`src/rtl/sub_pkg.sv`:
```
// Shared definitions for the two-requester subtract arbiter.
package sub_pkg;

    localparam int WIDTH_DEF = 16;

    typedef enum logic [1:0] {
        IDLE = 2'd0,
        EXEC = 2'd1,
        DONE = 2'd2
    } state_t;

endpackage

```
`src/rtl/sub_unit.sv`:
```
// Registered unsigned subtractor; result and borrow load only when en is high.
module sub_unit
    import sub_pkg::*;
#(
    parameter int WIDTH = WIDTH_DEF
) (
    input  logic             clk,
    input  logic             rst,
    input  logic             en,
    input  logic [WIDTH-1:0] a,
    input  logic [WIDTH-1:0] b,
    output logic [WIDTH-1:0] sub,
    output logic             borrow
);

    // The extra top bit of the widened difference is exactly the unsigned a < b flag.
    logic [WIDTH:0] diff;

    assign diff = {1'b0, a} - {1'b0, b};

    always_ff @(posedge clk or negedge rst) begin
        if (!rst) begin
            sub    <= '0;
            borrow <= 1'b0;
        end else if (en) begin
            sub    <= diff[WIDTH-1:0];
            borrow <= diff[WIDTH];
        end
    end

endmodule

```
`src/rtl/sub_arbiter.sv`:
```
// Round-robin arbiter for two requesters sharing one registered subtractor.
module sub_arbiter
    import sub_pkg::*;
#(
    parameter int WIDTH = WIDTH_DEF
) (
    input  logic             clk,
    input  logic             rst,
    input  logic [1:0]       req,
    input  logic [WIDTH-1:0] a0,
    input  logic [WIDTH-1:0] b0,
    input  logic [WIDTH-1:0] a1,
    input  logic [WIDTH-1:0] b1,
    output logic [1:0]       ack,
    output logic             rsp_valid,
    input  logic             rsp_ready,
    output logic             rsp_id,
    output logic [WIDTH-1:0] res,
    output logic             borrow,
    output logic             busy
);

    state_t           state;
    logic             prio;
    logic             gnt_id;
    logic [1:0]       grant;
    logic [WIDTH-1:0] opa;
    logic [WIDTH-1:0] opb;

    always_comb begin
        grant  = 2'b00;
        gnt_id = 1'b0;
        case (req)
            2'b01: begin
                grant  = 2'b01;
                gnt_id = 1'b0;
            end
            2'b10: begin
                grant  = 2'b10;
                gnt_id = 1'b1;
            end
            2'b11: begin
                grant  = prio ? 2'b10 : 2'b01;
                gnt_id = prio;
            end
            default: begin
                grant  = 2'b00;
                gnt_id = 1'b0;
            end
        endcase
    end

    // Gated by rst so that pending requests cannot pulse ack while held in reset.
    assign ack       = (rst && state == IDLE) ? grant : 2'b00;
    assign rsp_valid = (state == DONE);
    assign busy      = (state != IDLE);

    always_ff @(posedge clk or negedge rst) begin
        if (!rst) begin
            state  <= IDLE;
            prio   <= 1'b0;
            rsp_id <= 1'b0;
            opa    <= '0;
            opb    <= '0;
        end else begin
            case (state)
                IDLE: begin
                    if (req != 2'b00) begin
                        state  <= EXEC;
                        prio   <= ~gnt_id;
                        rsp_id <= gnt_id;
                        opa    <= gnt_id ? a1 : a0;
                        opb    <= gnt_id ? b1 : b0;
                    end
                end
                EXEC: state <= DONE;
                DONE: begin
                    if (rsp_ready) begin
                        state <= IDLE;
                    end
                end
                default: state <= IDLE;
            endcase
        end
    end

    // Result registers only load in EXEC, so they stay frozen through DONE back-pressure.
    sub_unit #(
        .WIDTH(WIDTH)
    ) u_sub (
        .clk   (clk),
        .rst   (rst),
        .en    (state == EXEC),
        .a     (opa),
        .b     (opb),
        .sub   (res),
        .borrow(borrow)
    );

endmodule

```
`config.mk`:
```
export PLATFORM = sky130hd
export DESIGN_NAME = sub_arbiter
export DESIGN_NICKNAME = d
export VERILOG_FILES = /design/src/rtl/sub_pkg.sv /design/src/rtl/sub_unit.sv /design/src/rtl/sub_arbiter.sv
export SDC_FILE = /design/constraint.sdc
export NUM_CORES = 1
export LEC_CHECK = 0
export CAP_MARGIN = 20
export CELL_PAD_IN_SITES_DETAIL_PLACEMENT = 1
export CELL_PAD_IN_SITES_GLOBAL_PLACEMENT = 1
export CORE_UTILIZATION = 33
export CTS_CLUSTER_SIZE = 40
export DETAILED_ROUTE_END_ITERATION = 6
export PLACE_DENSITY = 0.82
export SYNTH_ARGS = -nofsm -noshare
export SYNTH_HDL_FRONTEND = slang
export SYNTH_HIERARCHICAL = 1
export SYNTH_SLANG_ARGS = --single-unit
export TNS_END_PERCENT = 50
```
`constraint.sdc`:
```
create_clock -name clk -period 1.8 [get_ports clk]
set_input_delay 0.18 -clock clk [delete_from_list [all_inputs] [get_ports clk]]
set_output_delay 0.18 -clock clk [all_outputs]
set_load 0.02 [all_outputs]
```
==> results of run 1 <==
==> cells by family (layout without fill, tap and decap cells) <==
family	after synthesis	after routing	synth area share, %
buffers and inverters	42	166	7.953
flip-flops	53	53	40.93
multiplexers	7	7	2.394
AO/OA/AOI/OAI	121	121	29.69
adder cells (fa/ha/maj)	17	17	6.795
AND/OR/NAND/NOR	70	70	10.62
XOR/XNOR	6	6	1.622
==> synth_stat cells, types with 2 or more instances <==
library cell,instances,area (µm²)
dfrtp_1,53,1326
o21a_1,38,285.3
a221o_1,28,280.3
nand2_1,27,101.4
inv_1,21,78.83
ha_1,16,200.2
a21oi_1,14,70.07
o21ai_0,12,60.06
nor2_1,10,37.54
buf_6,8,90.09
mux2_2,6,67.56
nor3_1,6,30.03
o31ai_1,6,45.04
buf_2,5,25.02
nand2b_1,5,31.28
xnor2_1,5,43.79
a221o_2,4,45.04
nand3_1,4,20.02
nand4_1,4,25.02
a21o_1,3,22.52
buf_8,3,45.04
clkbuf_1,3,11.26
a211oi_1,2,15.01
and2_1,2,12.51
and3_1,2,12.51
and4_1,2,17.52
nor2_2,2,12.51
nor2b_1,2,12.51
o21bai_1,2,15.01
==> metrics by stage <==
step | hold WS, ns | utilization, % | instances | worst slack, ns | power, mW
2_1_floorplan | -0.1156 | - | 316 | -0.01780 | 6.416
3_3_place_gp | 0.4342 | 47.76 | 557 | -0.07809 | 8.594
3_5_place_dp | 0.4397 | 47.76 | 557 | -0.2329 | 8.901
4_1_cts | 0.1021 | 49.64 | 566 | -0.2287 | 10.05
5_1_grt | 0.1482 | 51.67 | 569 | -0.3595 | 11.68
6_report | 0.08802 | 51.67 | 569 | -0.2626 | 10.96
==> cell type report <==
class | instances | area (µm²)
clock inverter | 1 | 30.03
clock buffer | 7 | 86.33
inverter | 22 | 87.58
sequential | 53 | 1326
tap | 129 | 161.4
fill | 1043 | 4529
multi-input combinational | 221 | 1892
timing repair buffer | 136 | 1259
==> repair_timing <==
item                       CTS  global route
pin swaps                    3            18
resized for setup           19            37
buffers inserted             1             4
setup endpoints to repair   14            16
==> metal layers <==
layer	share of wire [%]	routed length [µm]	track usage (%)	vias up
li1	-	-	-	1417
met1	47	4956	28.45	1486
met2	47	4928	35.43	99
met3	5.1	537	3.814	11
met4	1.3	135	3.456	0
met5	0	0	0	-
==> state kept, by name (all words and copies together), names as in the netlist <==
signal / count
opa: 16
opb: 16
u_sub/sub: 16
state: 2
prio: 1
rsp_id: 1
u_sub/borrow: 1
==> worst max-delay path, cell delays in order (launching register included) <==
cell and delay (ns):
dfrtp_1 0.37, inv_1 0.06, ha_2 0.19, fa_2 0.36
and2b_2 0.26, o2111ai_4 0.17, a211oi_2 0.29, nor3_1 0.10
o31ai_2 0.17
==> worst paths after layout <==
check / cells after the start / end / slack, ns / from
worst max-delay path: 8 / u_sub/sub[14]$_DFFE_PN0P_ / -0.26 / opa[0]$_DFFE_PN0P_
worst min-delay path: 2 / u_sub/sub[0]$_DFFE_PN0P_ / 0.09 / rst
worst max register to register: 8 / u_sub/sub[14]$_DFFE_PN0P_ / -0.26 / opa[0]$_DFFE_PN0P_
worst min register to register: 2 / u_sub/sub[10]$_DFFE_PN0P_ / 0.49 / u_sub/sub[10]$_DFFE_PN0P_
max in group asynchronous: 2 / opa[15]$_DFFE_PN0P_ / 1.24 / rst
min in group clk: 2 / opb[5]$_DFFE_PN0P_ / 0.47 / b1[5]
==> cells in the final DEF (no fill, tap or decap), types with 2 or more instances in the layout <==
master           count
inv_1               20
dlygate4sd2_1        2
o21bai_1             2
o21ai_1              6
ha_2                 2
and4_1               2
a21o_1               3
ha_4                 7
a221o_1             28
and2_1               2
o21a_1              38
o21ai_0              6
clkbuf_8             6
buf_4               42
dfrtp_1             53
nor3_1               5
a21oi_4              3
nand2_1             24
clkdlybuf4s50_1     85
ha_1                 7
o31ai_1              5
mux2_2               5
a221o_2              4
nand3_1              4
nand4_1              4
nand2b_1             5
xnor2_1              4
a21oi_1              4
nand2_2              2
buf_6                3
nor2_1               8
nor2_2               3
a21oi_2              9
nor2b_1              2
==> where the power goes <==
group | switching (mW) | internal [mW]
clock | 0.406 | 0.454
combinational | 4.06 | 3.83
sequential | 0.417 | 1.80
==> results.tsv, run 1 <==
stage	metric	value	unit
routing	avgViaCountPerCell	5.295	
floorplanning	rows	35	
clock_tree	clockRootBuffer	clkbuf_8	
critical_path	cp-start-kind	register	
grt	grt_pass1_vias	3329	
sta	fin_skew	0.01275	ns
placement	hpwlAfterDp	7398	µm
final_layout	fin_area	0.004842	mm²
critical_path	arrival	2.29	ns
sta	drv_slew	0	
grt	antenna_found_initial	0	
grt	track_usage	21.00	%
critical_path	cp.required	2.03	ns
clock_tree	postCtsHoldBufs	0	
grt	grt-ovfl-total	0	
status	violations	setup timing	
routing	totalWireLength	10560	µm
clock_tree	insertion_delay	0.32	ns
clock_tree	cts_tree	yes	
sta	rsz0062_at_grt	yes	
critical_path	end_kind	register	
logic_synthesis	syn_inst	316	
grt	grt_start_max_net_pins	54	
routing	drc_errors	0	
critical_path	critPathMaxFanout	5	
sta	fin_crit	2.063	ns
routing	drtIter0Drc	126	
critical_path	worstSetupPathType	register to register	
logic_synthesis	syn_area_per_cell	10.26	µm²
clock_tree	cts_buffer_depth	2	
floorplanning	core	0.009371	mm²
floorplanning	start_util	34.58	%
sta	period_share	114.6	%
floorplanning	die_w	101.1	µm
floorplanning	design.die.area	0.01022	mm²
placement	placed_cell_area	0.004476	mm²
sta	fmax	0.4848	GHz
sta	setup_slack	-0.2626	ns
logic_synthesis	synth_edf_count	0	
logic_synthesis	dominantRegCellSynth	dfrtp_1	
floorplanning	num_io_pins	91	
clock_tree	cts.htree.levels	2	
pwr	p_leak	2.053	nW
final_layout	areaGrowthSynthToFinish	49.42	%
logic_synthesis	synth-seq-area-share	40.93	%
logic_synthesis	ys_seq_elements	53	
routing	dr.pass1.iters	4	
logic_synthesis	netlist_area	0.003241	mm²
sta	setup-tns-final	-1.546	ns
sta	max_slew_margin	54.28	%
worst_hold_path	hp-class	input port to async pin	
pwr	ir_drop	0.8409	mV
placement	globalplace.congestion	0.8326	
logic_synthesis	ys_warn_count	6	
final_layout	nets	525	
logic_synthesis	async_reset_ff_share	100.0	%
clock_tree	cts.sinks	53	
clock_tree	clkSlewWorstSetupHoldPaths	0.10	ns
pwr	p_per_area	2263	mW/mm²
sta	finalSetupViolCount	9	
clock_tree	numCtsBuffers	5	
floorplanning	die_h	101.1	µm
final_layout	drive_above_1_share	24.77	%
final_layout	antenna_cells	0	
routing	vias	3013	
logic_synthesis	ys_types	50	
routing	drt-wirelength-per-cell	18.56	µm
grt	grt_pass1_wl	16870	µm
job	max-cap-violations	0	
status	outcome	finished, violations left	
routing	drtAntennaViolNets	0	
sta	tightest_slew	0.6858	ns
logic_synthesis	synth_nets	402	
sta	hold_violations	0	
placement	io_buffers	90	
Power figures use the tool's default switching activity.
==> run 2: changes to the inputs <==
--- a/config.mk
+++ b/config.mk
@@ -8,12 +8,12 @@
 export CAP_MARGIN = 20
 export CELL_PAD_IN_SITES_DETAIL_PLACEMENT = 1
 export CELL_PAD_IN_SITES_GLOBAL_PLACEMENT = 1
-export CORE_UTILIZATION = 33
+export CORE_UTILIZATION = 32
 export CTS_CLUSTER_SIZE = 40
 export DETAILED_ROUTE_END_ITERATION = 6
+export GPL_ROUTABILITY_DRIVEN = 0
 export PLACE_DENSITY = 0.82
 export SYNTH_ARGS = -nofsm -noshare
 export SYNTH_HDL_FRONTEND = slang
-export SYNTH_HIERARCHICAL = 1
 export SYNTH_SLANG_ARGS = --single-unit
 export TNS_END_PERCENT = 50
==> run 2 against run 1 <==
Worst setup slack got worse by 0.13 ns. Count of clock-buffer cells in the layout decreased by 2. The run ends with DRC, setup timing left. Combinational power increased by 14%. Register-to-register slack got worse by 0.13 ns.
==> results.tsv, run 2 <==
stage	metric	value	unit	change
logic_synthesis	syn_area_per_cell	9.448	µm²	was 10.26 µm²
grt	antenna_found_initial	1		was 0
final_layout	drive_above_1_share	29.23	%	was 24.77%
sta	setup_slack	-0.3911	ns	was -0.2626 ns
critical_path	r2r_cells	6		was 8
critical_path	arrival	2.37	ns	was 2.29 ns
routing	drtIter0Drc	286		was 126
floorplanning	core	0.009328	mm²	was 0.009371 mm²
sta	finalSetupViolCount	12		was 9
grt	grt-busiest-layer	met2		unchanged
placement	io_buffers	90		unchanged
floorplanning	rows	35		unchanged
clock_tree	clockRootBuffer	clkbuf_8		unchanged
critical_path	critPathMaxFanout	3		was 5
critical_path	r2r-start	opa[1]$_DFFE_PN0P_		was opa[0]$_DFFE_PN0P_
clock_tree	numCtsBuffers	5		unchanged
grt	grtUsageMet2	47.10	%	was 35.43%
routing	drt-wirelength-per-cell	23.00	µm	was 18.56 µm
floorplanning	die_h	100.7	µm	was 101.1 µm
critical_path	crit_start	opa[1]$_DFFE_PN0P_		was opa[0]$_DFFE_PN0P_
critical_path	cp-start-kind	register		unchanged
grt	use_met1	32.47	%	was 28.45%
critical_path	worstPathCellList	ha_4 > nor2b_4 > o211ai_1 > a2111oi_4 > mux2i_1 > o311ai_1		was inv_1 > ha_2 > fa_2 > and2b_2 > o2111ai_4 > a211oi_2 > nor3_1 > o31ai_2
critical_path	rrSetupSlack	-0.39	ns	was -0.26 ns
logic_synthesis	synth-seq-area-share	42.54	%	was 40.93%
pwr	p_per_area	2387	mW/mm²	was 2263 mW/mm²
grt	grtUsageMet3	4.508	%	was 3.814%
sta	fin_crit	2.191	ns	was 2.063 ns
logic_synthesis	netlist_area	0.003118	mm²	was 0.003241 mm²
logic_synthesis	synth_top_cells_by_count	58 x inv_1, 53 x dfrtp_1, 32 x a222oi_1		was 53 x dfrtp_1, 38 x o21a_1, 28 x a221o_1
critical_path	cp.required	1.98	ns	was 2.03 ns
logic_synthesis	yosys.area.top_type_share	42.54	%	was 40.93%
pwr	ir_drop	0.7481	mV	was 0.8409 mV
final_layout	areaGrowthSynthToFinish	65.13	%	was 49.42%
logic_synthesis	syn_inst	330		was 316
job	max-cap-violations	0		unchanged
routing	totalWireLength	14370	µm	was 10560 µm
grt	track_usage	26.78	%	was 21.00%
placement	placed_cell_area	0.004710	mm²	was 0.004476 mm²
clock_tree	cts_buffer_depth	2		unchanged
logic_synthesis	ys_types	55		was 50
sta	fin_skew	0.01753	ns	was 0.01275 ns
clock_tree	clkSlewWorstSetupHoldPaths	0.13	ns	was 0.10 ns
logic_synthesis	yosys.cell_count.top_type	inv_1		was dfrtp_1
sta	drv_slew	0		unchanged
routing	dr.pass1.iters	7		was 4
grt	grt_pass1_vias	3761		was 3329
placement	hpwlAfterDp	8981	µm	was 7398 µm
status	violations	DRC, setup timing		was setup timing
logic_synthesis	dominantRegCellSynth	dfrtp_1		unchanged
logic_synthesis	yosys.area.top_type	dfrtp_1		unchanged
sta	period_share	121.7	%	was 114.6%
critical_path	r2r_end	u_sub.sub[11]$_DFFE_PN0N_		was u_sub/sub[14]$_DFFE_PN0P_
floorplanning	die_w	100.7	µm	was 101.1 µm
clock_tree	cts.sinks	53		unchanged
final_layout	fin_area	0.005149	mm²	was 0.004842 mm²
status	outcome	finished, violations left		unchanged
logic_synthesis	ys_seq_elements	53		unchanged
sta	fmax	0.4564	GHz	was 0.4848 GHz
grt	grt_start_max_net_pins	49		was 54
routing	drtAntennaViolNets	0		unchanged
logic_synthesis	synth_area_leaders	dfrtp_1 43%, a222oi_1 10%, inv_1 7.0%, ha_1 6.4%, o21ai_0 2.6%		was dfrtp_1 41%, o21a_1 8.8%, a221o_1 8.6%, ha_1 6.2%, nand2_1 3.1%
critical_path	max_stage_delay	0.48	ns	was 0.37 ns
critical_path	crit_slowest_cell	dfrtp_1		unchanged
final_layout	antenna_cells	0		unchanged
routing	avgViaCountPerCell	5.746		was 5.295
sta	max_slew_margin	55.83	%	was 54.28%
final_layout	nets	581		was 525
critical_path	end_kind	register		unchanged
grt	grt-ovfl-total	0		unchanged
floorplanning	start_util	33.43	%	was 34.58%
sta	tightest_slew	0.6626	ns	was 0.6858 ns
floorplanning	design.die.area	0.01014	mm²	was 0.01022 mm²
logic_synthesis	synth_edf_count	0		unchanged
final_layout	final_cell_mix	86 x buf_4, 85 x clkdlybuf4s50_1, 55 x inv_1, 53 x dfrtp_1, 32 x a222oi_1		was 85 x clkdlybuf4s50_1, 53 x dfrtp_1, 42 x buf_4, 38 x o21a_1, 28 x a221o_1
logic_synthesis	synth_nets	416		was 402
floorplanning	num_io_pins	91		unchanged
worst_hold_path	hp-class	input port to async pin		unchanged
critical_path	worstSetupPathType	register to register		unchanged
clock_tree	insertion_delay	0.33	ns	was 0.32 ns
final_layout	fillers	1051		was 1043
routing	vias	3591		was 3013
logic_synthesis	async_reset_ff_share	100.0	%	unchanged
final_layout	largest_registers	opa x16, opb x16, u_sub.sub x16		was opa x16, opb x16, u_sub/sub x16
clock_tree	cts.htree.levels	2		unchanged
clock_tree	cts_tree	yes		unchanged
sta	rsz0062_at_grt	yes		unchanged
routing	drc_errors	2		was 0
final_layout	final_common_cell	buf_4		was clkdlybuf4s50_1
placement	detailedPlace.worstSlack	-0.4268	ns	was -0.2329 ns
logic_synthesis	ys_warn_count	0		was 6
pwr	p_leak	2.442	nW	was 2.053 nW
sta	hold_violations	0		unchanged
grt	grt_pass1_wl	20420	µm	was 16870 µm
[run 2: cell count changes in the layout (fill, tap and decap cells not counted), moves of 8 or more]
| cell | previous run | this run |
|---|---|---|
| a221o_1 | 28 | 1 |
| a222oi_1 | 0 | 32 |
| buf_4 | 42 | 86 |
| inv_1 | 20 | 55 |
| nand3_1 | 4 | 12 |
| o21a_1 | 38 | 4 |
| o21ai_0 | 6 | 14 |
[run 2: how the worst max path moves through the flow]
stage	to	cells after the start
2_1_floorplan	u_sub.sub[15]$_DFFE_PN0N_	7
3_3_place_gp	u_sub.sub[15]$_DFFE_PN0N_	6
3_5_place_dp	u_sub.sub[15]$_DFFE_PN0N_	6
4_1_cts	u_sub.sub[11]$_DFFE_PN0N_	7
5_1_grt	u_sub.sub[15]$_DFFE_PN0N_	8
6_report	u_sub.sub[11]$_DFFE_PN0N_	6
[run 2: layer usage]
layer  up-vias  wire [µm]
met5         -         13
met4         2        513
met3        58        830
met2       189       7294
met1      1804       5720
li1       1538          -
[run 2: area by class of cell]
cell class | count | area [µm²] | area share (%)
Timing Repair Buffer | 178 | 1568 | 30.45
Clock buffer | 5 | 68.82 | 1.337
Inverter | 58 | 217.7 | 4.228
Tap cell | 129 | 161.4 | 3.135
Multi-Input combinational cell | 199 | 1738 | 33.75
Sequential cell | 53 | 1326 | 25.76
Clock inverter | 3 | 68.82 | 1.337
[run 2: per-stage QoR]
stage          setup TNS, ns  util (%)  hold slack (ns)  instances  total power, mW
2_1_floorplan        -0.4524         -          -0.1156        330            5.985
3_3_place_gp          -1.624     50.49          0.03750        607            9.043
3_5_place_dp          -3.451     50.49          0.04602        607            9.497
4_1_cts               -2.106     54.02           0.2604        621            11.21
5_1_grt               -3.502     55.20           0.2638        625            12.86
6_report              -2.925     55.20           0.2563        625            12.29
[run 2: where the power goes]
part           internal, mW  total [mW]  switching [mW]
clock network         0.561        1.04           0.483
logic                  4.16        8.97            4.81
registers              1.79        2.27           0.485
total                  6.51        12.3            5.78
[run 2: logic make-up after synthesis]
kind of cell / after synthesis / synth area share, %
AO/OA/AOI/OAI: 105 / 27.69
XOR/XNOR: 5 / 1.404
adder cells (fa/ha/maj): 17 / 7.063
buffers and inverters: 78 / 9.751
flip-flops: 53 / 42.54
multiplexers: 1 / 0.3210
AND/OR/NAND/NOR: 71 / 11.24
[run 2: critical path, delay by kind of cell, from the launching register on]
family	cells	cell delay, ns
muxes	1	0.31
and+or+nand+nor	1	0.15
adders and majority gates	1	0.30
AOI/OAI and AO/OA	3	0.80
DFF	1	0.48
[run 2: repair_timing]
action                                  in CTS  in global routing
hold endpoints to repair                     5                  0
resized for setup                           37                 17
setup buffers                                5                  4
hold buffers                                 1                  0
endpoints found under the setup margin      17                 12
pin swaps                                    7                 11
